## src/rtl/f11_dma_arb.sv

```systemverilog
// f11_dma_arb: Q-bus DMR/DMG/SACK bus-mastership arbiter.
// Stalls the CPU while an external master owns the bus; withdraws a grant nobody acknowledges.
module f11_dma_arb #(
    parameter int SACK_TMO = 255,
    parameter int HOLDOFF  = 4
) (
    input  logic pin_clk,
    input  logic pin_rst,
    input  logic pin_dmr_n,
    input  logic pin_sack_n,
    input  logic pin_sync_n,
    output logic pin_dmg_n,
    input  logic cpu_busy,
    output logic cpu_hold,
    output logic dma_act,
    output logic tmo_err
);
    localparam int CW = ($clog2(SACK_TMO + 1) > 8) ? $clog2(SACK_TMO + 1) : 8;

    typedef enum logic [2:0] {IDLE, WAIT_CPU, GRANT, DMA, RELEASE, HOLD} state_t;

    state_t        state_q, state_d;
    logic [1:0]    dmr_q, sack_q, sync_q;
    logic [CW-1:0] cnt_q, cnt_d;
    logic          dmg_n_q, dmg_n_d, hold_q, hold_d, act_q, act_d, tmo_q, tmo_d;
    logic          dmr, sack, bsync;

    assign dmr   = dmr_q[1];
    assign sack  = sack_q[1];
    assign bsync = sync_q[1];

    always_ff @(posedge pin_clk or posedge pin_rst) begin
        if (pin_rst) begin
            state_q <= IDLE;
            dmr_q   <= '0;
            sack_q  <= '0;
            sync_q  <= '0;
            cnt_q   <= '0;
            dmg_n_q <= 1'b1;
            hold_q  <= 1'b0;
            act_q   <= 1'b0;
            tmo_q   <= 1'b0;
        end else begin
            state_q <= state_d;
            dmr_q   <= {dmr_q[0], ~pin_dmr_n};
            sack_q  <= {sack_q[0], ~pin_sack_n};
            sync_q  <= {sync_q[0], ~pin_sync_n};
            cnt_q   <= cnt_d;
            dmg_n_q <= dmg_n_d;
            hold_q  <= hold_d;
            act_q   <= act_d;
            tmo_q   <= tmo_d;
        end
    end

    always_comb begin
        state_d = state_q;
        cnt_d   = (cnt_q == '0) ? cnt_q : cnt_q - CW'(1);
        tmo_d   = 1'b0;
        case (state_q)
            IDLE:     if (dmr) state_d = WAIT_CPU;
            WAIT_CPU: if (!dmr) state_d = IDLE;
                      else if (!cpu_busy && !bsync) begin
                          state_d = GRANT;
                          cnt_d   = CW'(SACK_TMO);
                      end
            GRANT:    if (sack) state_d = DMA;
                      else if (!dmr) state_d = IDLE;
                      else if (cnt_q == '0) begin
                          state_d = HOLD;
                          cnt_d   = CW'(HOLDOFF);
                          tmo_d   = 1'b1;
                      end
            DMA:      if (!sack) state_d = RELEASE;
            RELEASE:  if (!bsync) begin
                          state_d = HOLD;
                          cnt_d   = CW'(HOLDOFF);
                      end
            HOLD:     if (cnt_q == '0) state_d = IDLE;
            default:  state_d = IDLE;
        endcase
        dmg_n_d = state_d != GRANT;
        hold_d  = state_d inside {WAIT_CPU, GRANT, DMA, RELEASE};
        act_d   = state_d == DMA;
    end

    // Stray SACK outside a grant stalls the CPU while it persists
    assign cpu_hold  = hold_q | sack;
    assign pin_dmg_n = dmg_n_q;
    assign dma_act   = act_q;
    assign tmo_err   = tmo_q;
endmodule

```

## config.mk

```make
export PLATFORM = sky130hd
export DESIGN_NAME = f11_dma_arb
export DESIGN_NICKNAME = d
export VERILOG_FILES = /design/src/rtl/f11_dma_arb.sv
export SDC_FILE = /design/constraint.sdc
export NUM_CORES = 1
export LEC_CHECK = 0
export ABC_CLOCK_PERIOD_IN_PS = 1600
export CORE_AREA = 2 2 57 65
export DETAILED_ROUTE_END_ITERATION = 10
export DIE_AREA = 0 0 59 67
export SYNTH_ARGS = -nofsm -noshare
export SYNTH_HDL_FRONTEND = slang
export SYNTH_SLANG_ARGS = --single-unit
export TNS_END_PERCENT = 1
```

## constraint.sdc

```tcl
create_clock -name pin_clk -period 1.6 [get_ports pin_clk]
set_clock_uncertainty 0.05 [all_clocks]
set_input_delay 0.16 -clock pin_clk [delete_from_list [all_inputs] [get_ports pin_clk]]
set_output_delay 0.16 -clock pin_clk [all_outputs]
set_load 0.02 [all_outputs]
```

==> results.json <==
{
  "synth_cells": 88,
  "clock-sinks": 21,
  "synth_top_family_by_area": "simple AND/OR/NAND/NOR gates",
  "core_mm2": 0.00325,
  "drive_gt1_frac": 0.385,
  "min_path_type": "input pin to async pin",
  "routed_wl_um": 1970,
  "globalRouteTotalUtil": 0.115,
  "fmax_mhz": 607,
  "start_util": 0.314,
  "cts-buffers-inserted": 3,
  "synthXorXnorAreaFrac": 0.0515,
  "numPortBuffers": 9,
  "worst-slew-pin-transition_ns": 0.337,
  "yosys.area_share.simple": 0.207,
  "final_cells": 158,
  "setup_ws_ns": -0.0476,
  "first_pass_iters": 4,
  "start_kind": "register",
  "violations": "negative setup slack",
  "rsz0062_at_grt": "true",
  "grt_pass1_wl_um": 3460,
  "dr.max_layer_used": "met3",
  "synth_edf_count": 0,
  "fin_crit_ns": 1.65,
  "synth_area_mm2": 0.00102,
  "antenna_found_initial": 0,
  "post-place-ws_ns": -0.0786,
  "dp_hpwl_um": 1590,
  "final_nets": 131,
  "synth-seq-cells": 21,
  "finalSetupViolCount": 5,
  "synth-compound-area-share": 0.158,
  "clk_pin_slew_worst_paths_ns": 0.11,
  "root_buffer": "clkbuf_4",
  "dr_wl_met2_um": 1060,
  "area_growth_pct": 37.2,
  "cts_max_level": 1,
  "leakage_nw": 0.612,
  "clk_latency_ns": 0.30,
  "drc": 0,
  "cts_hold_buf": 0,
  "grt_max_degree": 12,
  "fin_util": 0.431,
  "synth_warnings": 0,
  "die-area_mm2": 0.00395,
  "hold-worst-slack_ns": 0.0933,
  "boundaryPins": 10,
  "routed_via_density": 4.74,
  "reg2regPathDepth": 7,
  "vias": 749,
  "synth_ff_type": "dfrtp_1",
  "syn_area_per_cell_um2": 11.6,
  "place_congestion": 0.801,
  "drv_slew": 0,
  "ant_nets": 0,
  "synth_nets": 96,
  "worstSetupEndpointType": "register",
  "fillers": 308,
  "reg2reg_to": "cnt_q[0]$_DFF_PP0_",
  "r2r_start": "cnt_q[1]$_DFF_PP0_",
  "seq_area_frac_synth": 0.517,
  "path_max_fanout": 8,
  "cp_cell_sequence": "inv_2 -> ha_4 -> nor4b_4 -> and2_4 -> inv_6 -> ha_4 -> o211ai_1",
  "arrival_ns": 1.79,
  "synth_mux_area_frac": 0,
  "cts_tree": "built",
  "cp.required_ns": 1.74,
  "synth_async_sr_flop_share": 1.00,
  "synth_cell_type_count": 37,
  "irDropWorstVdd_uv": 641,
  "reg2reg_slack_ns": -0.05,
  "die_w_um": 59,
  "dpl.cell_count": 153,
  "detail_route.wl_per_cell_um": 12.5,
  "chipHeight_um": 67,
  "synth-adder-area-share": 0.0245,
  "dr_wl_met3_um": 29,
  "fp-row-count": 22,
  "critPathKind": "register to register",
  "crit_path_frequent_cell": "ha_4",
  "maxSlewHeadroom": 0.773,
  "met1_length_um": 883,
  "cts_max_path_buffers": 2,
  "p_per_area_mw_per_mm2": 1670,
  "first_global_vias": 822,
  "outcome": "finished with violations",
  "cap_violations": 0,
  "dr.first_iter.drc_count": 27,
  "cp_slowest_cell": "dfrtp_1",
  "fin_crit_sh": 1.03,
  "total_power_mw": 2.34,
  "hold_violations": 0,
  "diodes": 0,
  "slowest_delay_ns": 0.41,
  "grt-ovfl-total": 0
}
-- worst max-delay path by stage --
stage,start,to,slack [ns]
after floorplan,cnt_q[0]$_DFF_PP0_,hold_q$_DFF_PP0_,-0.009
after global placement,cnt_q[3]$_DFF_PP0_,cnt_q[7]$_DFF_PP0_,-0.03
after detailed placement,cnt_q[1]$_DFF_PP0_,state_q[0]$_DFF_PP0_,-0.08
after CTS,state_q[1]$_DFF_PP0_,hold_q$_DFF_PP0_,-0.06
after global routing,cnt_q[0]$_DFF_PP0_,cnt_q[0]$_DFF_PP0_,-0.12
final,cnt_q[1]$_DFF_PP0_,cnt_q[0]$_DFF_PP0_,-0.05
-- synth_stat cells (all sizes together) (2+ instances only) --
cell	number	area [um^2]
xor2	2	17.5
nor2	4	15.0
inv	8	32.5
and2	2	15.0
nand3b	2	15.0
ha	2	25.0
buf	2	10.0
dfrtp	20	500
o211ai	4	30.0
nor3	2	10.0
nand3	2	10.0
nand2	2	7.51
nor3b	2	15.0
xnor2	4	35.0
nand2b	4	25.0
o21ai	7	38.8
a31oi	2	12.5
-- through the flow --
stage / cell area, um^2 / setup TNS (ns)
CTS: 1360 / -0.275
global route: 1400 / -0.892
floorplan: 1040 / -0.00897
detailed placement: 1340 / -0.262
finish: 1400 / -0.113
global placement: 1340 / -0.0659
-- cells by family after synthesis --
family | Yosys count
flops | 21
simple gates | 29
xor+xnor | 6
compound gates | 20
buf+inv | 10
fa+ha+maj | 2
-- critical path, delay by kind of cell (launching register included) --
kind	cells	cell delay [ns]
simple gates	2	0.48
buf+inv	2	0.14
flops	1	0.41
compound gates	1	0.07
fa+ha+maj	2	0.39
-- per-layer routing --
| layer | track usage | up-vias |
|---|---|---|
| met2 | 0.199 | 6 |
| li1 | - | 382 |
| met4 | 0.0426 | 0 |
| met1 | 0.136 | 361 |
| met3 | 0.0272 | 0 |
| met5 | 0 | - |
-- power by group --
group / leakage, nW / internal, mW / switching (mW) / total, mW
Combinational: 0.345 / 0.691 / 0.532 / 1.22
Clock: 0.0150 / 0.0973 / 0.152 / 0.250
Sequential: 0.252 / 0.715 / 0.152 / 0.868
Total: 0.612 / 1.50 / 0.837 / 2.34
-- flip-flops by register name (all words and copies together) (netlist names) --
signal     count
cnt_q          8
tmo_err        1
pin_dmg_n      1
hold_q         1
dmr_q          2
dma_act        1
sync_q         2
state_q        3
sack_q         2
-- final cells by class --
| type | instances | area (um^2) | share of cell area |
|---|---|---|---|
| flip-flops and latches | 21 | 528 | 0.377 |
| multi-input cells | 57 | 503 | 0.360 |
| repair buffers | 32 | 262 | 0.187 |
| well taps | 36 | 45.0 | 0.0322 |
| inverters | 8 | 35.0 | 0.0250 |
| clock buffers | 4 | 26.3 | 0.0188 |
-- repair_timing --
action,4_1_cts,5_1_grt
endpoints found under the setup margin,10,12
resized for setup,5,9
setup buffers,0,1
pin swaps,2,1
-- cells in the final DEF (no fill, tap or decap), drive strengths merged, types with 2 or more instances in the layout --
cell type / n
a31oi: 2
and2: 2
buf: 23
clkbuf: 4
clkdlybuf4s50: 7
dfrtp: 20
ha: 2
inv: 8
nand2: 2
nand2b: 4
nand3: 2
nand3b: 2
nor2: 4
nor3: 2
nor3b: 2
o211ai: 4
o21ai: 7
xnor2: 4
xor2: 2
Note: power is estimated with default switching activity, not from simulation.
